## src/rtl/uart_host_ctrl.sv

```systemverilog
// uart_host_ctrl: configures a uart_16750 over its register bus, then polls LSR to move bytes
// between the UART and valid/ready streams, counting line errors and flagging a match character.
module uart_host_ctrl #(
  parameter logic [15:0] DIVISOR    = 16'h0011,
  parameter logic [7:0]  LCR_CFG    = 8'h03,
  parameter logic [7:0]  FCR_CFG    = 8'h00,
  parameter logic [7:0]  IER_CFG    = 8'h03,
  parameter int          POLL_GAP   = 0,
  parameter logic [7:0]  MATCH_CHAR = 8'h20,
  parameter int          ERR_W      = 8
) (
  input  logic             clk,
  input  logic             rst,
  output logic             uart_cs,
  output logic             uart_wr,
  output logic             uart_rd,
  output logic [2:0]       uart_addr,
  output logic [7:0]       uart_din,
  input  logic [7:0]       uart_dout,
  input  logic             cfg_start,
  output logic             cfg_done,
  input  logic             tx_valid,
  input  logic [7:0]       tx_data,
  output logic             tx_ready,
  output logic             rx_valid,
  output logic [7:0]       rx_data,
  input  logic             rx_ready,
  output logic [ERR_W-1:0] err_count,
  output logic             match
);
  typedef enum logic [2:0] {S_CFG, S_WAIT, S_LSR, S_RBR, S_THR} state_t;
  localparam logic [7:0] GAP_M1 = 8'(POLL_GAP - 1);
  state_t r_st, w_nx, w_back;
  logic [1:0] r_ph;
  logic [2:0] r_step, w_cfg_addr;
  logic [7:0] r_gap, r_tx, w_cfg_din;
  logic [5:0] r_lsr;
  logic r_pend, r_cfg_done, r_rx_valid, r_match;
  logic [7:0] r_rx_data;
  logic [ERR_W-1:0] r_err;
  logic w_rd_acc, w_wr_acc, w_last, w_dec, w_rx_go, w_tx_go;
  logic w_cs, w_wr, w_rd;
  logic [2:0] w_addr;
  logic [7:0] w_din;
  assign w_rd_acc = (r_st == S_LSR) || (r_st == S_RBR);
  assign w_wr_acc = (r_st == S_CFG) || (r_st == S_THR);
  assign w_last   = w_rd_acc ? (r_ph == 2'd3) : (r_ph == 2'd2);
  assign w_dec    = (r_st == S_LSR) && (r_ph == 2'd3);
  assign w_rx_go  = r_lsr[0] & ~r_rx_valid;
  assign w_tx_go  = ~w_rx_go & r_lsr[5] & tx_valid & r_cfg_done;
  assign w_back   = r_pend ? S_CFG : (POLL_GAP == 0 ? S_LSR : S_WAIT);
  always_comb begin
    w_cfg_addr = 3'd1;
    w_cfg_din  = IER_CFG;
    case (r_step)
      3'd0:    begin w_cfg_addr = 3'd3; w_cfg_din = LCR_CFG | 8'h80; end
      3'd1:    begin w_cfg_addr = 3'd0; w_cfg_din = DIVISOR[7:0];    end
      3'd2:    begin w_cfg_addr = 3'd1; w_cfg_din = DIVISOR[15:8];   end
      3'd3:    begin w_cfg_addr = 3'd3; w_cfg_din = LCR_CFG & 8'h7F; end
      3'd4:    begin w_cfg_addr = 3'd2; w_cfg_din = FCR_CFG;         end
      default: begin w_cfg_addr = 3'd1; w_cfg_din = IER_CFG;         end
    endcase
  end
  always_comb begin
    w_nx = r_st;
    case (r_st)
      S_CFG:   if (w_last && r_step == 3'd5) w_nx = (POLL_GAP == 0) ? S_LSR : S_WAIT;
      S_WAIT:  w_nx = r_pend ? S_CFG : (r_gap == GAP_M1 ? S_LSR : S_WAIT);
      S_LSR:   if (w_last) w_nx = w_rx_go ? S_RBR : (w_tx_go ? S_THR : w_back);
      default: if (w_last) w_nx = w_back;
    endcase
  end
  assign w_cs   = w_wr_acc ? (r_ph < 2'd2) : (w_rd_acc && r_ph < 2'd3);
  assign w_wr   = w_wr_acc && r_ph == 2'd1;
  assign w_rd   = w_rd_acc && (r_ph == 2'd1 || r_ph == 2'd2);
  assign w_addr = (r_st == S_CFG) ? w_cfg_addr : (r_st == S_LSR ? 3'd5 : 3'd0);
  assign w_din  = (r_st == S_CFG) ? w_cfg_din : (r_st == S_THR ? r_tx : 8'h00);
  // Gate with rst so the bus goes quiet the instant reset asserts, not at the next edge.
  assign uart_cs   = w_cs & ~rst;
  assign uart_wr   = w_wr & ~rst;
  assign uart_rd   = w_rd & ~rst;
  assign uart_addr = rst ? 3'd0 : w_addr;
  assign uart_din  = rst ? 8'h00 : w_din;
  assign tx_ready  = w_dec & w_tx_go;
  assign cfg_done  = r_cfg_done;
  assign rx_valid  = r_rx_valid;
  assign rx_data   = r_rx_data;
  assign err_count = r_err;
  assign match     = r_match;
  always_ff @(posedge clk or posedge rst) begin
    if (rst) begin
      r_st       <= S_CFG;
      r_ph       <= 2'd0;
      r_step     <= 3'd0;
      r_gap      <= 8'd0;
      r_tx       <= 8'd0;
      r_lsr      <= 6'd0;
      r_pend     <= 1'b0;
      r_cfg_done <= 1'b0;
      r_rx_valid <= 1'b0;
      r_rx_data  <= 8'd0;
      r_match    <= 1'b0;
      r_err      <= '0;
    end else begin
      r_st       <= w_nx;
      r_ph       <= (r_st == S_WAIT || w_last) ? 2'd0 : r_ph + 2'd1;
      r_step     <= (r_st != S_CFG) ? 3'd0 : r_step + {2'd0, w_last};
      r_gap      <= (r_st == S_WAIT) ? r_gap + 8'd1 : 8'd0;
      r_pend     <= (w_nx == S_CFG) ? 1'b0 : (r_pend | (cfg_start & (r_st != S_CFG)));
      r_cfg_done <= (w_nx != S_CFG);
      r_rx_valid <= ((r_st == S_RBR) && r_ph == 2'd2) | (r_rx_valid & ~rx_ready);
      if (r_st == S_LSR && r_ph == 2'd2) r_lsr <= uart_dout[5:0];
      if (tx_ready) r_tx <= tx_data;
      if (r_st == S_RBR && r_ph == 2'd2) begin
        r_rx_data <= uart_dout;
        r_match   <= (uart_dout == MATCH_CHAR);
      end
      if (w_dec && |r_lsr[4:1] && ~&r_err) r_err <= r_err + ERR_W'(1);
    end
  end
endmodule

```

## config.mk

```make
export PLATFORM = sky130hd
export DESIGN_NAME = uart_host_ctrl
export DESIGN_NICKNAME = d
export VERILOG_FILES = /design/src/rtl/uart_host_ctrl.sv
export SDC_FILE = /design/constraint.sdc
export NUM_CORES = 1
export LEC_CHECK = 0
export ABC_AREA = 1
export BUFFER_PORTS_ARGS = -buffer_cell sky130_fd_sc_hd__buf_4
export CORE_ASPECT_RATIO = 1.25
export CORE_MARGIN = 2
export CORE_UTILIZATION = 35
export CTS_BUF_LIST = sky130_fd_sc_hd__clkbuf_16
export DETAILED_ROUTE_END_ITERATION = 12
export HOLD_SLACK_MARGIN = 0.05
export PLACE_DENSITY_LB_ADDON = 0.3
export SYNTH_ARGS = -nofsm -noshare
export SYNTH_HDL_FRONTEND = slang
export SYNTH_SLANG_ARGS = --single-unit
```

## constraint.sdc

```tcl
create_clock -name clk -period 3.2 [get_ports clk]
set_input_delay 0.8 -clock clk [delete_from_list [all_inputs] [get_ports clk]]
set_output_delay 0.8 -clock clk [all_outputs]
set_load 0.005 [all_outputs]
```

Yosys cells after proc, flatten, opt, wreduce, memory -nomap -nowiden
Cells that the tools add are included.
{ "op_classes": {"reduce_logical": 23, "add_sub_neg": 4, "mux": 23, "n_lt_le_gt_ge": 2, "n_eq_ne": 14, "bitwise": 16} }
{ "op_table": {"columns": ["op", "count"], "rows": [
  ["$mux W8", 4],
  ["$mux W3", 9],
  ["$pmux W8 S3", 1],
  ["$add A8 B1 Y8 const B", 2],
  ["$eq A3 B2 Y1 const B", 4],
  ["$and A1 B1 Y1", 10],
  ["$eq A3 B3 Y1 const B", 3],
  ["$logic_and A1 B1 Y1", 9],
  ["$logic_not A3 Y1", 3],
  ["$pmux W3 S3", 1],
  ["$eq A8 B6 Y1 const B", 1],
  ["$eq A8 B8 Y1 const B", 1],
  ["$mux W2", 4],
  ["$reduce_and A8 Y1", 1],
  ["$eq A3 B1 Y1 const B", 2],
  ["$pmux W2 S3", 1],
  ["$reduce_bool A3 Y1", 2],
  ["$eq A2 B2 Y1 const B", 2],
  ["$logic_or A1 B1 Y1", 4],
  ["$lt A2 B2 Y1 const B", 2],
  ["$not A1 Y1", 4],
  ["$reduce_or A2 Y1", 2],
  ["$reduce_or A4 Y1", 1],
  ["$add A3 B1 Y3", 1],
  ["other kinds (5)", 8]
]} }
{ "totals": {"regBits": 50, "elab_cells": 94, "output_inout_bits": 34} }

Logic depth before layout (Yosys ltp)
Gate-level depths: netlist of run 1.
{ "depth": {"depth_word": 12, "ltp_mapped": 11, "depth_no_buf": 11} }

Least setup slack after synthesis of run 1
Ideal clock, no wire load.
{ "synth_timing": {"kind": "input port to output port", "start": "input rst", "end": "output uart_din[2]", "path_slack_ns": -0.118, "arrival_time_ns": 2.518, "t_required_ns": 2.400, "cell_stages": 4, "cell_sequence": "clkbuf_1 > inv_1 > nand3_1 > nor2_1"} }
{ "synth_between": {"elab_chain_cells": 1} }
{ "synth_lines": {"columns": ["element", "line", "source"], "rows": [
  ["start, declared", "13", "input logic rst,"],
  ["$mux W8", "83", "assign uart_din = rst ? 8'h00 : w_din;"],
  ["end, declared", "18", "output logic [7:0] uart_din,"]
]} }
No other way between the ends.

Worst setup path after layout of run 1
{ "layout_timing": {"start": "register r_st[2]", "end": "output tx_ready"} }
{ "layout_between": {"elab_chain_cells": 3} }
{ "layout_lines": {"columns": ["element", "line", "source"], "rows": [
  ["start, declared", "33", "state_t r_st, w_nx, w_back;"],
  ["start signal, assigned", "105", "r_st <= w_nx;"],
  ["$eq A3 B2 Y1", "48", "assign w_dec = (r_st == S_LSR) && (r_ph == 2'd3);"],
  ["$logic_and A1 B1 Y1", "48", null],
  ["$and A1 B1 Y1", "84", "assign tx_ready = w_dec & w_tx_go;"],
  ["end, declared", "24", "output logic tx_ready,"]
]} }
No other way between the ends.

==> results of run 1 <==
cell usage in the layout (no fill, tap or decap):
cell / count
o211ai_1: 1
nor3_2: 1
nor2_4: 1
dfrtp_1: 50
o22ai_1: 1
buf_4: 56
o21ai_0: 29
nand2_1: 78
clkinvlp_4: 1
nand2_2: 2
ha_1: 7
a21oi_1: 10
nor2_1: 40
xnor2_1: 3
nor4_1: 3
nand3_4: 1
nand4_1: 3
clkinv_1: 1
clkbuf_16: 5
nand3_1: 16
inv_2: 2
inv_1: 49
xor2_1: 5
clkinv_2: 1
nor2_2: 1
o21ai_1: 2
nor3_1: 5
cell type report:
type                       instances  area (sq um)  share of cell area
multi-input combinational        209          1020               0.325
sequential                        50          1250               0.399
tap                               90           113              0.0359
clock buffer                       5           125              0.0399
clock inverter                     3          12.5             0.00399
timing repair buffer              56           420               0.134
inverter                          51           195              0.0622
routing by layer:
| layer | GRT usage | part of all wire | up-vias |
|---|---|---|---|
| li1 | - | - | 1104 |
| met1 | 0.182 | 0.46 | 990 |
| met2 | 0.252 | 0.47 | 49 |
| met3 | 0.0342 | 0.055 | 8 |
| met4 | 0.0570 | 0.017 | 0 |
| met5 | 0 | 0 | - |
per-stage QoR:
stage                util  setup WS [ps]  area [sq um]
global route        0.455            419          3140
global placement    0.435            737          3000
finish              0.455            616          3140
detailed placement  0.435            706          3000
CTS                 0.455            615          3140
floorplan               -           71.6          2480
registers in the layout, summed over array words and instances (netlist names):
name and count:
r_gap 8, err_count 8, r_st 3, match 1, rx_valid 1, r_tx 8, r_lsr 6, cfg_done 1
r_pend 1, rx_data 8, r_ph 2, r_step 3
worst register-to-register path, cell delays in order (launching register included):
cell     delay (ps)
dfrtp_1         420
ha_1            210
inv_1            90
nand3_1         160
nand2_2         170
inv_2            90
ha_1            190
ha_1            190
xnor2_1         140
nor2_1           60
power by group:
part	internal [mW]	total (mW)	switching, mW	leakage, nW
Clock	0.283	0.505	0.222	0.0724
Combinational	0.361	0.824	0.463	0.943
Sequential	0.807	0.929	0.122	0.608
Total	1.45	2.26	0.807	1.62
worst max-delay path by stage:
stage                             end  slack [ps]  cells past startpoint
final                        tx_ready         620                      6
after global routing      uart_din[1]         420                      7
after CTS                    tx_ready         610                      6
after detailed placement     tx_ready         710                      6
after global placement       tx_ready         740                      6
after floorplan           uart_din[2]          70                      4
cell families after synthesis:
kind of cell	count (synthesis)	share of synthesized area
simple gates	151	0.259
buf+inv	55	0.0838
flops	50	0.505
compound gates	43	0.0883
xor+xnor	8	0.0283
fa+ha+maj	7	0.0353
==> metrics, run 1 <==
Clock Sinks=50; final hold viol count=0; hold buffers post-CTS=0; Final setup viols=0; Data arrival, critical path=approximately 1800 ps; H-tree depth=2; CP max stage delay=roughly 460 ps; Peak Freq=~390 MHz; Req. time, crit path=2400 ps; GP Congestion=~0.8; number of global-route vias before repair=~2.1k; root buffer cell=clkbuf_16; Sum Neg Setup Slack=0 ps; fin cells=about 460; post-route minimum period=around 2600 ps; crit-path cells=inv_2, nand3_4, nor2_2, nand2_1, inv_1, buf_4; # placed instances=approximately 460; Core Area=6890 sq um; share of layout cells above drive strength 1=0.190; # port buffers=54; Synth area leader=dfrtp_1; CP max FO=13; Mapped Area=2480 sq um; Fill cells=roughly 730; DR vias=between 2k and 2.5k; Leakage=around 1.6 nW; ranking of synthesized cells by area=dfrtp_1, nand2_1, inv_1; crit path from=r_st[2]; unrepaired setup endpoints after global routing=no; Ys Warns=0; Hold Crit Start=r_gap[0]; Die X=79.3 microns; Die Area=7780 sq um; HP Class=reg -> reg; number of flops mapped to enable cells by yosys=0; DR WL/cell=roughly 12 microns; Syn Inst Count=~310; status=finished clean; DRT Pass-1 Iters=4; PD cells=720 nW/um^2; part of the cycle the worst path needs=0.807; HPWL Detailed=about 4200 microns; worst hold slack=~470 ps; Starting Density=0.360; initial DRC count=66; total gr overflow=0; CTS tree=done; CP top delay family=buffers and inverters; Reg clk slew, reported paths=70 ps; largest net degree at the start of global routing=29; CP startpoint kind=register; Rows=34; CP max-delay cell=dfrtp_1; initial antenna violation count=0; Synth top cells by count=nand2_1, dfrtp_1, inv_1; #FFs+latches synth=50; Post-synth ARST share=1.00; Reg-to-Reg Start=r_ph[0]; vias per cell=~4.6; Yosys top cell area share=0.505; Post-route DRC=0; Detailed Route WL=about 5500 microns; library cells used by synthesis=24; Clk Latency, worst-skew pair=290 ps; number of antenna-violating nets in the routed design=0; setup bufs post-CTS=0; Pins Over Slew Limit=0; worst clock skew=about 5.4 ps; number of max-cap violations=0; critical path class=reg -> out; PnR Total Power=~2.3 mW; # diodes=0; Layout Nets=401; r2r endpoint=r_step[2]; peak supply drop=between 0.0003 and 0.0004 V; overall routing resource usage=0.149; clk buf depth=2; most numerous cell in the Yosys netlist=nand2_1; Hold EP=r_gap[0]; Slew @ Worst Pin=about 960 ps; r2r worst-path depth=9; Slew HR=0.354; Area Growth Syn to Fin=26.6%; sequential share of the synthesized area=0.505; Inserted Clock Buffers=5; hold path cells=1; Ports=55; Most used DFF post-synth=dfrtp_1; synthesized area per cell=a little under 8 sq um; Mapped Nets=342; R2R Setup Slk=roughly 1400 ps; post_cts resized=0; Buf/Inv on CP=3; global-route wire length before repair=9280 microns; Die H=between 90 and 100 microns; crit end category=output port
(Power assumes the default switching activity.)
==> inputs of run 2 (changes only) <==
==> constraint.sdc (replaced) <==
create_clock -name clk -period 2.7 [get_ports clk]
set_input_delay 0.675 -clock clk [delete_from_list [all_inputs] [get_ports clk]]
set_output_delay 0.675 -clock clk [all_outputs]
set_load 0.005 [all_outputs]
==> run 2 against run 1 <==
  * Total power grew 24%
  * Via count is 1.1% lower
  * Register-to-register slack got worse by 510 ps
  * First-iteration DRC count increased by 110%
  * Wire length shrank 6.7%
  * Clock skew is 2.2 ps higher
  * Critical path depth is 1 higher
  * Utilization grew 0.67 points
  * Global-route usage is 0.86 points lower
  * Sequential share of layout area decreased by 0.58 points
  * Setup slack got worse by 360 ps
  * Non-clock buffer count increased by 1
  * Critical endpoint is now uart_din[1]
==> metrics, run 2 (synthesized netlist as in run 1, its figures left out) <==
Ports=55; total gr overflow=0; number of max-cap violations=0; largest net degree at the start of global routing=28; part of the cycle the worst path needs=0.905; Post-DP Area=3010 sq um; CTS tree=done; Die Area=just under 8000 sq um; most frequent cells in the layout=nand2_1, buf_4, dfrtp_1, inv_1, nor2_1; Peak Freq=409 MHz; Post-Place Setup Slack=between 500 and 600 ps; H-tree depth=2; Slew HR=0.437; clk buf depth=2; Req. time, crit path=2030 ps; Clk Latency, worst-skew pair=roughly 290 ps; share of layout cells above drive strength 1=0.203; fin area=~3200 sq um; Detailed Route WL=about 5200 microns; worst clock skew=7.60 ps; initial DRC count=about 140; DR vias=2128; peak supply drop=~0.00034 V; Sum Neg Setup Slack=0 ps; # diodes=0; Post-route DRC=0; number of global-route vias before repair=~2.0k; number of antenna-violating nets in the routed design=0; Die X=around 80 microns; Core Area=approximately 6900 sq um; unrepaired setup endpoints after global routing=no; DR WL/cell=approximately 11 microns; status=finished clean; Inserted Clock Buffers=5; Fill cells=711; overall routing resource usage=0.140; GP Congestion=between 0.7 and 0.8; post_cts resized=0; initial antenna violation count=0; Worst Setup Slack, final=about 260 ps; CP startpoint kind=register; vias per cell=between 4 and 5; PnR Total Power=around 2.8 mW; root buffer cell=clkbuf_16; global-route wire length before repair=around 8700 microns; setup bufs post-CTS=0; HPWL Detailed=about 4000 microns; Layout Nets=402; DRT Pass-1 Iters=4; Leakage=1.64 nW; Die H=98.1 microns; PD cells=877 nW/um^2; crit end category=output port; Starting Density=0.360; Rows=34; Clock Sinks=50; final hold viol count=0; critical path class=reg -> out; HP Class=reg -> reg; Final setup viols=0; Pins Over Slew Limit=0; commonest non-fill, non-tap cell in the layout=nand2_1; hold buffers post-CTS=0; Data arrival, critical path=1770 ps; post-route minimum period=around 2400 ps; Slew @ Worst Pin=838 ps; CP max FO=6; Area Growth Syn to Fin=28.4%; Reg clk slew, reported paths=roughly 60 ps; # port buffers=54
-- run 2: changes by cell type in the layout (fill, tap and decap cells not counted), sizes merged --
cell and delta:
clkinv -1, buf +1, bufinv +1
-- run 2: stage by stage --
step / hold slack, ps / std cells / util
after floorplan: 431 / 314 / -
after global placement: 444 / 457 / 0.437
after detailed placement: 458 / 457 / 0.437
after CTS: 467 / 465 / 0.462
after global routing: 503 / 465 / 0.462
final: 458 / 465 / 0.462
-- run 2: power breakdown --
group          internal [mW]  switching [mW]
clock network          0.439           0.275
registers              0.956           0.146
logic                  0.431           0.545
total                   1.83           0.966
-- run 2: worst max-delay path: stages, from the launching register on --
cell and delay, ps:
dfrtp_1 460, inv_1 150, nand2_1 110, nor2_1 310, o21ai_0 170, o211ai_1 110
inv_1 50, buf_4 130
-- run 2: final timing paths --
| path | start | end | slack (ps) | depth (start not counted) |
|---|---|---|---|---|
| worst min register to register | r_gap[0] | r_gap[0] | 460 | 1 |
| max in group asynchronous | rst | r_lsr[5] | 1890 | 3 |
| worst max register to register | r_ph[0] | r_step[2] | 880 | 9 |
| min in group asynchronous | rst | r_st[0] | 550 | 3 |
| worst min-delay path | r_gap[0] | r_gap[0] | 460 | 1 |
| worst max-delay path | r_st[1] | uart_din[1] | 260 | 7 |
-- run 2: layer usage --
layer,global-route usage,part of all wire,vias to the layer above
met1,0.184,0.46,978
met5,0,0,-
li1,-,-,1102
met2,0.229,0.48,41
met3,0.0287,0.038,7
met4,0.0477,0.016,0
-- run 2: cell type report --
type | instances | area [sq um] | share of cell area
Tap cell | 90 | 113 | 0.0354
Clock inverter | 3 | 43.8 | 0.0138
Sequential cell | 50 | 1250 | 0.393
Timing Repair Buffer | 57 | 428 | 0.134
Multi-Input combinational cell | 209 | 1030 | 0.323
Clock buffer | 5 | 125 | 0.0393
Inverter | 51 | 195 | 0.0613
==> inputs of run 3 (changes only) <==
--- a/config.mk
+++ b/config.mk
@@ -9,7 +9,7 @@
 export BUFFER_PORTS_ARGS = -buffer_cell sky130_fd_sc_hd__buf_4
 export CORE_ASPECT_RATIO = 1.25
 export CORE_MARGIN = 2
-export CORE_UTILIZATION = 35
+export CORE_UTILIZATION = 25
 export CTS_BUF_LIST = sky130_fd_sc_hd__clkbuf_16
 export DETAILED_ROUTE_END_ITERATION = 12
 export HOLD_SLACK_MARGIN = 0.05
==> run 3 against run 2 <==
  * Count of clock-buffer cells in the layout unchanged
  * Total power down 3.5%
  * Setup slack worse by 8.3 ps
  * Design area up 0.67%
  * Clock skew up 2.1 ps
  * Maximum frequency down 0.34%
  * Wire length up 11%
  * Critical path depth unchanged
  * Non-clock buffer count up 1
  * Sequential share of layout area down 0.26 points
  * Sequential power about the same
  * Register-to-register slack worse by 70 ps
  * Highest routed layer unchanged
==> metrics, run 3 (synthesized netlist as in run 1, its figures left out) <==
Req. time, crit path=roughly 2000 ps; CP max stage delay=400 ps; crit end category=output port; CP startpoint kind=register; DR vias=2129; unrepaired setup endpoints after global routing=no; Die H=roughly 120 microns; final hold viol count=0; Leakage=approximately 1.6 nW; Area Growth Syn to Fin=29.3%; GP Congestion=around 0.8; post-route minimum period=2450 ps; DR WL/cell=11.4 microns; most frequent cells in the layout=nand2_1, buf_4, dfrtp_1, inv_1, nor2_1; fin area=around 3200 sq um; Post-route DRC=0; post_cts resized=0; setup bufs post-CTS=0; worst hold slack=459 ps; Pins Over Slew Limit=0; CTS tree=done; Die Area=~11000 sq um; # diodes=0; Inserted Clock Buffers=5; commonest non-fill, non-tap cell in the layout=nand2_1; CP max FO=6; crit-path cells=inv_1, nand2_1, nor2_1, o21ai_0, o211ai_1, inv_1, buf_4; total gr overflow=0; critical path class=reg -> out; Sum Neg Setup Slack=0 ps; Data arrival, critical path=about 1800 ps; PD cells=between 800 and 900 nW/um^2; hold buffers post-CTS=0; status=finished clean; Critical Path Most Common Cell=inv_1; global-route wire length before repair=around 9700 microns; share of layout cells above drive strength 1=0.199; Detailed Route WL=5740 microns; part of the cycle the worst path needs=0.909; Buf/Inv on CP=3; vias per cell=approximately 4.2; number of max-cap violations=0; Clock Sinks=50; CP top delay family=simple AND/OR/NAND/NOR gates; Fill cells=1047; Post-DP Area=3070 sq um; peak supply drop=approximately 0.00036 V; DRT Pass-1 Iters=5; Slew @ Worst Pin=434 ps; PnR Total Power=2.69 mW; number of antenna-violating nets in the routed design=0; Clk Latency, worst-skew pair=280 ps; Ports=55; Starting Density=0.258; number of global-route vias before repair=between 2k and 2.5k; Slew HR=0.708; Final setup viols=0; HP Class=reg -> reg; CP max-delay cell=dfrtp_1; Peak Freq=408 MHz; worst clock skew=between 9 and 10 ps; H-tree depth=2; Layout Nets=about 400; Rows=40; Reg clk slew, reported paths=about 70 ps; R2R Setup Slk=just over 800 ps; # port buffers=54; overall routing resource usage=0.112; clk buf depth=2; HPWL Detailed=about 4400 microns; largest net degree at the start of global routing=34; Die X=about 93 microns; initial antenna violation count=0; root buffer cell=clkbuf_16; Core Area=roughly 9600 sq um; initial DRC count=87
==> run 3: cell types whose count changed in the layout (fill, tap and decap cells not counted) <==
| cell | delta |
|---|---|
| buf_4 | +1 |
| bufinv_16 | -1 |
| clkinv_1 | +1 |
| inv_1 | +1 |
| inv_6 | -1 |
==> run 3: final cells by class <==
class / count / area, sq um / share of cell area
Clock buffer: 5 / 125 / 0.0390
Clock inverter: 3 / 12.5 / 0.00390
Inverter: 51 / 195 / 0.0609
Multi-Input combinational cell: 209 / 1030 / 0.321
Sequential cell: 50 / 1250 / 0.390
Tap cell: 126 / 158 / 0.0492
Timing Repair Buffer: 58 / 435 / 0.136
==> run 3: worst paths after layout <==
kind | endpoint | cells after the start | from
min reg2reg | r_gap[0] | 1 | r_gap[0]
min | r_gap[0] | 1 | r_gap[0]
min in group asynchronous | r_tx[1] | 3 | rst
max | uart_din[1] | 7 | r_st[0]
max in group asynchronous | rx_data[1] | 3 | rst
max reg2reg | r_step[2] | 9 | r_ph[0]
==> run 3: metal layers <==
layer,vias to the layer above,global-route usage,share of wire
met4,0,0.0353,0.0063
met1,984,0.146,0.47
met3,2,0.0249,0.042
met5,-,0,0
met2,35,0.186,0.48
li1,1108,-,-
==> run 3: stage by stage <==
| step | setup WS [ps] | cells | util |
|---|---|---|---|
| after floorplan | 72.2 | 314 | - |
| after global placement | 581 | 494 | 0.319 |
| after detailed placement | 544 | 494 | 0.319 |
| after CTS | 221 | 502 | 0.333 |
| after global routing | 92.0 | 502 | 0.333 |
| final | 247 | 502 | 0.333 |
==> run 3: where the power goes <==
| part | leakage, nW | internal, mW | switching [mW] |
|---|---|---|---|
| Clock | 0.0724 | 0.336 | 0.263 |
| Sequential | 0.608 | 0.956 | 0.145 |
| Combinational | 0.956 | 0.435 | 0.558 |
| Total | 1.64 | 1.73 | 0.967 |
